--- src/rtl/stream_mux_pkg.sv ---
// Shared types and the round-robin search helper for stream_mux.
// Optional packet lock is enabled with STREAM_MUX_PKT_LOCK_EN.
package stream_mux_pkg;

  typedef enum logic {
    MODE_SEL = 1'b0,
    MODE_RR  = 1'b1
  } mode_t;

  localparam int MAX_N = 16;
  localparam int IDX_W = $clog2(MAX_N);

  typedef struct packed {
    logic             found;
    logic [IDX_W-1:0] idx;
  } rr_pick_t;

  // First requester after 'last', wrapping modulo n.
  function automatic rr_pick_t next_rr(input logic [MAX_N-1:0] valid,
                                       input logic [IDX_W-1:0] last,
                                       input int               n);
    rr_pick_t pick;
    int       cand;
    pick = '0;
    for (int k = 1; k <= MAX_N; k++) begin
      cand = (int'(last) + k) % n;
      if (!pick.found && (k <= n) && valid[cand[IDX_W-1:0]]) begin
        pick.found = 1'b1;
        pick.idx   = cand[IDX_W-1:0];
      end
    end
    return pick;
  endfunction

endpackage

--- src/rtl/stream_mux_rr_arbiter.sv ---
// Round-robin arbiter holding the last-grant pointer for stream_mux.
// With STREAM_MUX_PKT_LOCK_EN the grant sticks to a channel until its last beat.
module rr_arbiter
  import stream_mux_pkg::*;
#(
  parameter int N  = 4,
  parameter int SW = $clog2(N)
) (
  input  logic          clk,
  input  logic          reset,
  input  logic [N-1:0]  req,
  input  logic          advance,
`ifdef STREAM_MUX_PKT_LOCK_EN
  input  logic          mode_rr,
  input  logic          last_beat,
`endif
  output logic [SW-1:0] gnt_idx,
  output logic          gnt_vld
);

  logic [SW-1:0]    last_grant_q, last_grant_d;
  logic [MAX_N-1:0] req_ext;
  rr_pick_t         pick;

  assign req_ext = MAX_N'(req);

  always_comb begin
    pick = next_rr(req_ext, IDX_W'(last_grant_q), N);
  end

`ifdef STREAM_MUX_PKT_LOCK_EN
  logic          lock_q, lock_d;
  logic [SW-1:0] lock_ch_q, lock_ch_d;

  // A locked channel owns the grant even while it has nothing to send.
  always_comb begin
    if (lock_q) begin
      gnt_idx = lock_ch_q;
      gnt_vld = req[lock_ch_q];
    end else begin
      gnt_idx = pick.idx[SW-1:0];
      gnt_vld = pick.found;
    end
  end

  always_comb begin
    lock_d    = lock_q;
    lock_ch_d = lock_ch_q;
    if (!mode_rr) begin
      lock_d = 1'b0;
    end else if (advance) begin
      lock_d    = !last_beat;
      lock_ch_d = gnt_idx;
    end
  end

  always_ff @(posedge clk or negedge reset) begin
    if (!reset) begin
      lock_q    <= 1'b0;
      lock_ch_q <= '0;
    end else begin
      lock_q    <= lock_d;
      lock_ch_q <= lock_ch_d;
    end
  end
`else
  always_comb begin
    gnt_idx = pick.idx[SW-1:0];
    gnt_vld = pick.found;
  end
`endif

  always_comb begin
    last_grant_d = last_grant_q;
    if (advance) begin
      last_grant_d = gnt_idx;
    end
  end

  // Pointer starts at N-1 so the first search begins at channel 0.
  always_ff @(posedge clk or negedge reset) begin
    if (!reset) begin
      last_grant_q <= SW'(N - 1);
    end else begin
      last_grant_q <= last_grant_d;
    end
  end

endmodule

--- src/rtl/stream_mux.sv ---
// N-channel valid/ready stream multiplexer with explicit or round-robin selection.
// Defining STREAM_MUX_PKT_LOCK_EN adds in_last/out_last and packet-locked RR grants.
module stream_mux
  import stream_mux_pkg::*;
#(
  parameter  int N  = 4,
  parameter  int W  = 8,
  localparam int SW = $clog2(N)
) (
  input  logic           clk,
  input  logic           reset,
  input  logic           mode,
  input  logic [SW-1:0]  sel,
  input  logic [N-1:0]   in_valid,
  output logic [N-1:0]   in_ready,
  input  logic [N*W-1:0] in_data,
`ifdef STREAM_MUX_PKT_LOCK_EN
  input  logic [N-1:0]   in_last,
  output logic [0:0]     out_last,
`endif
  output logic           out_valid,
  input  logic           out_ready,
  output logic [W-1:0]   out_data,
  output logic [SW-1:0]  out_ch
);

  mode_t         mode_e;
  logic          load;
  logic          xfer;
  logic          sel_vld;
  logic          rr_vld;
  logic [SW-1:0] rr_idx;
  logic          gnt_vld;
  logic [SW-1:0] gnt_idx;
  logic [W-1:0]  ch_data [N];

  logic          out_valid_q, out_valid_d;
  logic [W-1:0]  out_data_q, out_data_d;
  logic [SW-1:0] out_ch_q, out_ch_d;

  assign mode_e = mode_t'(mode);

  always_comb begin
    for (int i = 0; i < N; i++) begin
      ch_data[i] = in_data[i*W +: W];
    end
  end

  // sel can exceed N-1 when N is not a power of two; that simply grants nothing.
  always_comb begin
    sel_vld = 1'b0;
    if (int'(sel) < N) begin
      sel_vld = in_valid[sel];
    end
  end

`ifdef STREAM_MUX_PKT_LOCK_EN
  logic [0:0] out_last_q, out_last_d;
  logic       gnt_last;

  always_comb begin
    gnt_last = in_last[gnt_idx];
  end
`endif

  rr_arbiter #(
    .N  (N),
    .SW (SW)
  ) u_arb (
    .clk       (clk),
    .reset     (reset),
    .req       (in_valid),
    .advance   (xfer && (mode_e == MODE_RR)),
`ifdef STREAM_MUX_PKT_LOCK_EN
    .mode_rr   (mode_e == MODE_RR),
    .last_beat (gnt_last),
`endif
    .gnt_idx   (rr_idx),
    .gnt_vld   (rr_vld)
  );

  always_comb begin
    if (mode_e == MODE_RR) begin
      gnt_vld = rr_vld;
      gnt_idx = rr_idx;
    end else begin
      gnt_vld = sel_vld;
      gnt_idx = sel;
    end
  end

  // The output stage refills in the same cycle its current beat is taken.
  assign load = !out_valid_q || out_ready;
  assign xfer = load && gnt_vld;

  always_comb begin
    for (int i = 0; i < N; i++) begin
      in_ready[i] = xfer && (gnt_idx == SW'(i));
    end
  end

  always_comb begin
    out_valid_d = out_valid_q;
    out_data_d  = out_data_q;
    out_ch_d    = out_ch_q;
    if (load) begin
      out_valid_d = gnt_vld;
      if (gnt_vld) begin
        out_data_d = ch_data[gnt_idx];
        out_ch_d   = gnt_idx;
      end
    end
  end

  always_ff @(posedge clk or negedge reset) begin
    if (!reset) begin
      out_valid_q <= 1'b0;
      out_data_q  <= '0;
      out_ch_q    <= '0;
    end else begin
      out_valid_q <= out_valid_d;
      out_data_q  <= out_data_d;
      out_ch_q    <= out_ch_d;
    end
  end

`ifdef STREAM_MUX_PKT_LOCK_EN
  always_comb begin
    out_last_d = out_last_q;
    if (xfer) begin
      out_last_d = gnt_last;
    end
  end

  always_ff @(posedge clk or negedge reset) begin
    if (!reset) begin
      out_last_q <= '0;
    end else begin
      out_last_q <= out_last_d;
    end
  end

  assign out_last = out_last_q;
`endif

  assign out_valid = out_valid_q;
  assign out_data  = out_data_q;
  assign out_ch    = out_ch_q;

endmodule

--- config.mk ---
export PLATFORM = sky130hd
export DESIGN_NAME = stream_mux
export DESIGN_NICKNAME = d
export VERILOG_FILES = /design/src/rtl/stream_mux_pkg.sv /design/src/rtl/stream_mux_rr_arbiter.sv /design/src/rtl/stream_mux.sv
export SDC_FILE = /design/constraint.sdc
export NUM_CORES = 1
export LEC_CHECK = 0
export BUFFER_PORTS_ARGS = -buffer_cell sky130_fd_sc_hd__buf_2
export CAP_MARGIN = 25
export CORE_ASPECT_RATIO = 0.7
export CORE_MARGIN = 2
export CORE_UTILIZATION = 43
export CTS_CLUSTER_DIAMETER = 150
export CTS_CLUSTER_SIZE = 30
export DETAILED_ROUTE_END_ITERATION = 12
export PLACE_DENSITY = 0.76
export RECOVER_POWER = 100
export SYNTH_ARGS = -nofsm -noshare
export SYNTH_HDL_FRONTEND = slang
export SYNTH_SLANG_ARGS = --single-unit
--- constraint.sdc ---
create_clock -name clk -period 2.1 [get_ports clk]
set_input_delay 0.315 -clock clk [delete_from_list [all_inputs] [get_ports clk]]
set_output_delay 0.315 -clock clk [all_outputs]
set_load 0.005 [all_outputs]
# == Word level (Yosys, flattened, before mapping) ==
# Cells that the tools add are included.
# totals
word_cells,61
reg_bits,13
in_bits,42
out_inout_bits,15
# op_classes
n_mux,19
order_cmp,6
addsub,4
bitwise_logic,5
n_reduce_logical,20
eq_ne,3
# ops
op,n
less-than comparator 4 x 5 -> 1 bit (second input constant),4
2-to-1 mux 5 bit,4
binary-select mux 8 bit (select 2 bit),1
2-to-1 mux 8 bit,2
binary-select mux 1 bit (select 3 bit),4
logical AND 1 bit,9
OR reduction 2 bit,4
2-to-1 mux 1 bit,6
adder 2 x 1 -> 2 bit (second input constant),2
adder 2 bit (second input constant),2
AND 1 bit (first input constant),4
equality test 2 bit (second input constant),2
zero test 1 bit,4
greater-or-equal comparator 3 bit (second input constant),1
less-than comparator 2 x 3 -> 1 bit (second input constant),1
inverter 2 -> 3 bit,1
binary-select mux 1 bit (select 2 bit),1
equality test 2 x 1 -> 1 bit (second input constant),1
zero test 2 bit,1
2-to-1 mux 2 bit,1
AND reduction 2 bit,1
logical OR 1 bit,1

# == Longest topological paths before layout ==
# Gate-level depths: netlist (run 1).
# logic_depth
depth_word,20
ltp_mapped,9
mapped_depth_nobuf,6

# == Hierarchy ==
# A second synthesis (run 1) with hierarchy kept.
# hier_totals
hier_cells,64
hier_area_um2,893.4
# modules_own_cells
module,n_inst,area_each_um2,cells_per_inst
stream_mux,1,737.0,46
rr_arbiter,1,156.4,18

# == Worst setup path before layout (run 1) ==
# Ideal clock, no wire load.
# synth_timing
kind,register to register
startpoint,register u_arb.last_grant_q[1]
endpoint,"register out_data_q[0], in the netlist out_data[0]"
t_required_ns,1.979
setup_slack_ns,-0.085
path_stages_with_launch,9
setup_ns,0.121
synth_period_minus_slack_ns,2.185
arrival_ns,2.064
n_path_buf,2
path_cell_list,dfstp_2 > mux2i_1 > o32a_1 > buf_4 > and2_4 > buf_6 > mux2_4 > a221o_1 > a22o_1
# synth_between
elab_chain_len,20
# synth_rtl
element,line_no,text
"start, declared",stream_mux_rr_arbiter.sv:21,"logic [SW-1:0] last_grant_q, last_grant_d;"
"start signal, assigned",stream_mux_rr_arbiter.sv:83,last_grant_q <= SW'(N - 1);
"start signal, assigned",stream_mux_rr_arbiter.sv:85,last_grant_q <= last_grant_d;
adder 2 x 1 -> 2 bit,stream_mux_pkg.sv:26,cand = (int'(last) + k) % n;
OR reduction 2 bit (no source line),-,
AND 1 bit (no source line),-,
binary-select mux 1 bit (select 3 bit),stream_mux_pkg.sv:27,if (!pick.found && (k <= n) && valid[cand[IDX_W-1:0]]) begin
2-to-1 mux 1 bit (implied by the code),stream_mux_pkg.sv:27,
2-to-1 mux 5 bit,stream_mux_pkg.sv:27,
zero test 1 bit,stream_mux_pkg.sv:27,
logical AND 1 bit,stream_mux_pkg.sv:27,
[3 not listed],-,
2-to-1 mux 5 bit,stream_mux_pkg.sv:27,
zero test 1 bit,stream_mux_pkg.sv:27,
logical AND 1 bit,stream_mux_pkg.sv:27,
2-to-1 mux 5 bit *,stream_mux_pkg.sv:27,
2-to-1 mux 2 bit,stream_mux.sv:83,if (mode_e == MODE_RR) begin
inverter 2 -> 3 bit (implied by the code),stream_mux.sv:109,out_data_d = ch_data[gnt_idx];
binary-select mux 8 bit (select 2 bit),stream_mux.sv:109,
2-to-1 mux 8 bit (implied by the code) (2 in a row),stream_mux.sv:109,
"end signal, assigned",stream_mux.sv:122,out_data_q <= out_data_d;
"end, declared",stream_mux.sv:38,"logic [W-1:0] out_data_q, out_data_d;"
# Mark *: on every way between the ends. The rest lies on a longest branch, timed or not. The select of a mux whose other input is x is not followed.
# A chain may end at the register's enable or synchronous reset.

# == Worst setup path after layout (run 1) ==
# layout_timing
startpoint,register u_arb.last_grant_q[1]
endpoint,output in_ready[1]
# layout_between
elab_chain_len,18
# layout_rtl
element,line_no,text
adder 2 x 1 -> 2 bit,stream_mux_pkg.sv:26,
OR reduction 2 bit (no source line),-,
AND 1 bit (no source line),-,
binary-select mux 1 bit (select 3 bit),stream_mux_pkg.sv:27,
2-to-1 mux 1 bit (implied by the code),stream_mux_pkg.sv:27,
2-to-1 mux 5 bit,stream_mux_pkg.sv:27,
zero test 1 bit,stream_mux_pkg.sv:27,
logical AND 1 bit,stream_mux_pkg.sv:27,
[2 not listed],-,
logical AND 1 bit,stream_mux_pkg.sv:27,
2-to-1 mux 5 bit,stream_mux_pkg.sv:27,
zero test 1 bit,stream_mux_pkg.sv:27,
logical AND 1 bit,stream_mux_pkg.sv:27,
2-to-1 mux 5 bit *,stream_mux_pkg.sv:27,
2-to-1 mux 2 bit / 2-to-1 mux 1 bit (equally long branches),stream_mux.sv:83,
equality test 2 x 1 -> 1 bit / logical AND 1 bit (equally long branches),"stream_mux.sv:98, stream_mux.sv:94",
logical AND 1 bit *,stream_mux.sv:98,in_ready[i] = xfer && (gnt_idx == SW'(i));
"end, declared",stream_mux.sv:15,"output logic [N-1:0] in_ready,"
# Marked as above.

==> impl_metrics.env, run 1 <==
export IMPL_min_delay_path_depth=4
export IMPL_synth_area_leader_cell="dfrtp_1"
export IMPL_syn_inst=155
export IMPL_grt_antenna_before_repair=0
export IMPL_drv_slew=0
export IMPL_clock_fmax_mhz=467.5
export IMPL_p_leak_nw=0.9264
export IMPL_drc=0
export IMPL_rows=16
export IMPL_slew_headroom_pct=51.41
export IMPL_ys_flop_type="dfrtp_1"
export IMPL_cts_buffers=3
export IMPL_grt_max_degree=17
export IMPL_grt_pass1_vias=1333
export IMPL_clkSinkCount=13
export IMPL_grt_total_usage_pct=23.14
export IMPL_grt_pass1_wl_um=6444
export IMPL_failed_checks="negative setup slack"
export IMPL_portBuffers=56
export IMPL_endpoint_kind="output port"
export IMPL_worst_slack_ns=-0.03890
export IMPL_cts_root_buf="clkbuf_8"
export IMPL_insertion_delay_ns=0.24
export IMPL_clk_pin_slew_ns=0.06
export IMPL_finalCritPeriodShare_pct=101.9
export IMPL_synth_nets=197
export IMPL_dpl_cell_count=247
export IMPL_dp_slack_ns=0.04381
export IMPL_fp_dieW_um=70.10
export IMPL_die_h_um=50.27
export IMPL_syn_area_mm2=0.001315
export IMPL_syn_to_final_growth_pct=43.77
export IMPL_clockBufferDepth=2
export IMPL_synth_area_top_cells="dfrtp_1 (21%), mux2i_1 (11%), mux2_4 (5.7%)"
export IMPL_crit_type="reg2out"
export IMPL_final_nets=270
export IMPL_yosysUniqueCellTypes=38
export IMPL_ant_nets=0
export IMPL_arrival_ns=1.82
export IMPL_irDropWorstVdd_uv=298.3
export IMPL_clock_skew_ns=0.006219
export IMPL_dieArea_mm2=0.003523
export IMPL_max_slew_worst_pin_slew_ns=0.7288
export IMPL_core_area_mm2=0.002863
export IMPL_path_max_fanout=6
export IMPL_routed_wl_um=4129
export IMPL_place_hpwl_um=2999
export IMPL_antenna_cells=0
export IMPL_via_per_inst=5.897
export IMPL_finalSetupViolCount=7
export IMPL_drive_gt1_share_pct=46.70
export IMPL_synthArstFlopShare_pct=100.0
export IMPL_firstDrtPassIters=4
export IMPL_ys_seq_elements=13
export IMPL_reg2regPathDepth=7
export IMPL_cp_required_ns=1.78
export IMPL_start_kind="flop"
export IMPL_io_pins=57
export IMPL_synth_top_area_share_pct=20.93
export IMPL_final_cells=263
export IMPL_drv_cap=0
export IMPL_setup_tns_ns=-0.1235
export IMPL_place_area_mm2=0.001674
export IMPL_power_density_mw_per_mm2=770.5
export IMPL_globalplace_congestion=0.8050
export IMPL_synth_warnings=0
export IMPL_hold_viol_final=0
export IMPL_h_tree_depth=1
export IMPL_hold_path_class="in2reg"
export IMPL_period_minus_slack_ns=2.139
export IMPL_status="finished, violations left"
export IMPL_cts_tree="built"
export IMPL_wl_per_cell_um=15.70
export IMPL_final_util_pct=66.04
export IMPL_first_iter_violations=102
export IMPL_syn_area_per_cell_um2=8.484
export IMPL_final_area_mm2=0.001891
export IMPL_grt_overflow=0
export IMPL_synth_edf_count=0
export IMPL_vias=1551
export IMPL_start_util_pct=45.94
export IMPL_ys_seq_area_share_pct=24.93
export IMPL_rsz0062_at_grt="true"
-- cells in the final DEF (no fill, tap or decap), drive strengths merged, types with 2 or more instances in the layout --
cell type  instances
a21o               2
a21oi              6
a221o              5
a221oi             4
a22o               5
buf               72
clkbuf            12
dfrtp             11
dfstp              2
inv                7
mux2               7
mux2i             14
nand2             19
nand2b             4
nand4              7
nor2              13
o21ai              6
o21ba              5
o221ai             7
o31ai              3
o32a               2
or2                2
-- through the flow --
stage	hold WS, ns	total power, mW
6_report	0.3483	1.457
5_1_grt	0.3935	1.561
4_1_cts	0.3538	1.387
3_5_place_dp	0.2223	1.078
3_3_place_gp	0.2194	1.062
2_1_floorplan	0.01941	0.8384
-- worst paths after layout --
kind	startpoint	slack, ns	end
worst max-delay path	u_arb.last_grant_q[1]	-0.04	in_ready[1]
worst min-delay path	out_ready	0.35	out_valid
worst max register to register	u_arb.last_grant_q[1]	-0.01	out_data[3]
worst min register to register	out_data[5]	0.48	out_data[5]
max in group asynchronous	reset	0.99	out_data[1]
min in group asynchronous	reset	0.64	out_data[3]
-- routing by layer --
| layer | vias up | routed length, um | GRT usage (%) |
|---|---|---|---|
| met4 | 0 | 49 | 5.769 |
| met5 | - | 0 | 0 |
| li1 | 735 | - | - |
| met2 | 74 | 1892 | 36.19 |
| met1 | 736 | 1887 | 33.99 |
| met3 | 6 | 299 | 2.811 |
-- power by group --
part / switching (mW) / internal [mW] / leakage (nW) / total (mW)
combinational: 0.396 / 0.456 / 0.749 / 0.852
clock: 0.0837 / 0.134 / 0.0228 / 0.217
sequential: 0.0506 / 0.337 / 0.155 / 0.387
-- logic make-up (layout without fill, tap and decap cells) --
logic type / after synthesis / after routing / share of synthesized area [%]
flip-flops: 13 / 13 / 24.93
multiplexers: 22 / 22 / 20.08
AND/OR/NAND/NOR: 52 / 52 / 19.03
buffers and inverters: 20 / 92 / 6.850
AO/OA/AOI/OAI: 48 / 48 / 29.12
-- synth_stat cells (2+ instances only) --
cell      count
a21o_1        2
a21oi_1       6
a221o_1       5
a221oi_1      4
a22o_1        5
buf_1         3
buf_2         3
clkbuf_1      5
dfrtp_1      11
dfstp_2       2
inv_1         6
mux2_2        2
mux2_4        5
mux2i_1      14
nand2_1      19
nand2b_1      4
nand4_1       7
nor2_1       13
o21ai_0       6
o21ba_2       5
o221ai_1      7
o31ai_1       3
o32a_1        2
or2_2         2
-- what timing repair did --
item                       4_1_cts  5_1_grt
gates cloned                     0        0
setup buffers                    7        4
setup endpoints to repair        4        9
hold buffers                     1        0
gates resized for setup          8       10
pin swaps                        6        4
hold endpoints to repair        11        0
-- state kept, by name, indices dropped and copies added (netlist names) --
name / flops
out_data: 8
u_arb.last_grant_q: 2
out_ch: 2
out_valid: 1
-- critical path, stage by stage (launching register included) --
cell and delay (ns):
dfstp_2 0.55, buf_6 0.12, nor2b_1 0.04, o32a_1 0.17, and2_4 0.16, buf_6 0.12, a21o_1 0.21, nor2_2 0.11
buf_2 0.11
-- layout make-up --
type | count | area, um2
clock buffers | 4 | 45.04
repair buffers | 81 | 471.7
multi-input cells | 122 | 974.7
well taps | 36 | 45.04
flip-flops and latches | 13 | 327.8
fillers | 234 | 972.2
inverters | 7 | 26.28
No activity file was read; power rests on OpenSTA's default activity.
==> run 2, diff against run 1 <==
--- a/config.mk
+++ b/config.mk
@@ -5,15 +5,14 @@
 export SDC_FILE = /design/constraint.sdc
 export NUM_CORES = 1
 export LEC_CHECK = 0
-export BUFFER_PORTS_ARGS = -buffer_cell sky130_fd_sc_hd__buf_2
 export CAP_MARGIN = 25
 export CORE_ASPECT_RATIO = 0.7
-export CORE_MARGIN = 2
-export CORE_UTILIZATION = 43
+export CORE_UTILIZATION = 57
 export CTS_CLUSTER_DIAMETER = 150
 export CTS_CLUSTER_SIZE = 30
 export DETAILED_ROUTE_END_ITERATION = 12
-export PLACE_DENSITY = 0.76
+export DONT_BUFFER_PORTS = 1
+export PLACE_DENSITY = 0.75
 export RECOVER_POWER = 100
 export SYNTH_ARGS = -nofsm -noshare
 export SYNTH_HDL_FRONTEND = slang
==> impl_metrics.env, run 2 (synthesis gave the netlist of run 1 again) <==
export IMPL_status="finished, violations left"
export IMPL_failed_checks="negative setup slack"
export IMPL_place_hpwl_um=2555
export IMPL_drive_gt1_share_pct=26.88
export IMPL_final_nets=203
export IMPL_insertion_delay_ns=0.28
export IMPL_reg2regPathDepth=7
export IMPL_max_slew_worst_pin_slew_ns=0.5927
export IMPL_layout_commonest_cell="nand2_1"
export IMPL_clk_pin_slew_ns=0.09
export IMPL_worst_slack_ns=-0.1226
export IMPL_p_total_mw=1.254
export IMPL_min_to="out_valid"
export IMPL_core_area_mm2=0.002155
export IMPL_io_pins=57
export IMPL_period_minus_slack_ns=2.223
export IMPL_h_tree_depth=1
export IMPL_grt_pass1_vias=1142
export IMPL_syn_to_final_growth_pct=16.08
export IMPL_clkSinkCount=13
export IMPL_final_util_pct=70.85
export IMPL_slew_headroom_pct=60.35
export IMPL_final_area_mm2=0.001526
export IMPL_vias=1269
export IMPL_r2r_setup_slack_ns=-0.12
export IMPL_antenna_cells=0
export IMPL_min_delay_path_depth=2
export IMPL_final_cells=192
export IMPL_p_leak_nw=0.6622
export IMPL_crit_type="reg2reg"
export IMPL_dpl_cell_count=182
export IMPL_power_density_mw_per_mm2=821.3
export IMPL_grt_antenna_before_repair=0
export IMPL_largest_register_ff_count=8
export IMPL_irDropWorstVdd_uv=318.3
export IMPL_grt_pass1_wl_um=5361
export IMPL_clock_fmax_mhz=449.9
export IMPL_hold_viol_final=0
export IMPL_finalSetupViolCount=8
export IMPL_rows=14
export IMPL_place_area_mm2=0.001364
export IMPL_routed_wl_um=3555
export IMPL_globalplace_congestion=0.8309
export IMPL_cp_required_ns=2.28
export IMPL_r2r_end="out_data[6]"
export IMPL_final_cell_mix="nand2_1 (18), mux2i_1 (14), dfrtp_1 (11)"
export IMPL_clockBufferDepth=2
export IMPL_start_util_pct=61.03
export IMPL_endpoint_kind="flop"
export IMPL_worstHoldStart="mode"
export IMPL_drv_cap=0
export IMPL_clock_skew_ns=0.007727
export IMPL_topRoutingLayerUsed="met4"
export IMPL_r2r_start="u_arb.last_grant_q[1]"
export IMPL_finalCritPeriodShare_pct=105.8
export IMPL_wl_met3_um=357
export IMPL_wl_per_cell_um=18.52
export IMPL_ant_nets=0
export IMPL_rsz0062_at_grt="true"
export IMPL_path_max_fanout=6
export IMPL_die_h_um=42.19
export IMPL_wl_met2_um=1586
export IMPL_drc=0
export IMPL_grt_overflow=0
export IMPL_hold_path_class="in2reg"
export IMPL_first_iter_violations=62
export IMPL_cts_root_buf="clkbuf_4"
export IMPL_portBuffers=0
export IMPL_cts_buffers=3
export IMPL_cts_tree="built"
export IMPL_firstDrtPassIters=4
export IMPL_fp_dieW_um=59.41
export IMPL_grt_total_usage_pct=28.66
export IMPL_start_kind="flop"
export IMPL_fillCellCount=180
export IMPL_wl_met1_um=1595
export IMPL_via_per_inst=6.609
export IMPL_drv_slew=0
export IMPL_grt_max_degree=37
export IMPL_arrival_ns=2.40
export IMPL_dieArea_mm2=0.002506
run 2: cell types whose count changed in the layout (fill, tap and decap cells not counted), sizes merged:
cell,delta
buf,-59
clkbuf,-8
run 2: worst max path at each step:
stage | start | cells after the start | slack [ns] | to
2_1_floorplan | u_arb.last_grant_q[1] | 8 | -0.04 | out_data[0]
3_3_place_gp | u_arb.last_grant_q[1] | 6 | 0.04 | out_data[7]
3_5_place_dp | u_arb.last_grant_q[1] | 6 | 0.02 | out_data[6]
4_1_cts | u_arb.last_grant_q[1] | 7 | -0.02 | out_data[7]
5_1_grt | u_arb.last_grant_q[1] | 7 | -0.19 | out_data[6]
6_report | u_arb.last_grant_q[1] | 7 | -0.12 | out_data[6]
run 2: timing repair:
item	4_1_cts	5_1_grt
pin swaps	6	6
setup endpoints to repair	4	9
hold buffers	1	0
endpoints found under the hold margin	13	0
buffers inserted	5	0
gates resized for setup	8	8
run 2: metrics by stage:
stage	hold slack, ns	setup TNS (ns)	setup WS (ns)
final	0.2083	-0.6262	-0.1226
after global placement	0.01967	0	0.04279
after global routing	0.2274	-1.212	-0.1887
after floorplan	0.01941	-0.2012	-0.04025
after detailed placement	0.01970	0	0.02339
after CTS	0.2143	-0.07253	-0.02098
run 2: per-layer routing:
layer | up-vias | GRT usage (%)
met5 | - | 0
met4 | 0 | 8.571
met3 | 2 | 6.481
met2 | 59 | 39.33
met1 | 608 | 43.76
li1 | 600 | -
run 2: final cells by class:
class / instances / area [um2] / area share, %
Clock buffer: 4 / 26.28 / 1.721
Inverter: 7 / 26.28 / 1.721
Multi-Input combinational cell: 122 / 965.9 / 63.28
Sequential cell: 13 / 327.8 / 21.48
Tap cell: 32 / 40.04 / 2.623
Timing Repair Buffer: 14 / 140.1 / 9.180
run 2: where the power goes:
part	total, mW	internal, mW	switching [mW]	leakage (nW)
sequential	0.402	0.336	0.0660	0.155
combinational	0.692	0.373	0.319	0.493
clock	0.160	0.0737	0.0860	0.0150
run 2: worst max-delay path, cell delays in order (launching register included):
cell,delay (ns)
dfstp_2,0.55
mux2i_1,0.21
o32a_1,0.20
and2_4,0.20
buf_12,0.12
mux2_4,0.29
a221o_1,0.36
a22o_1,0.19
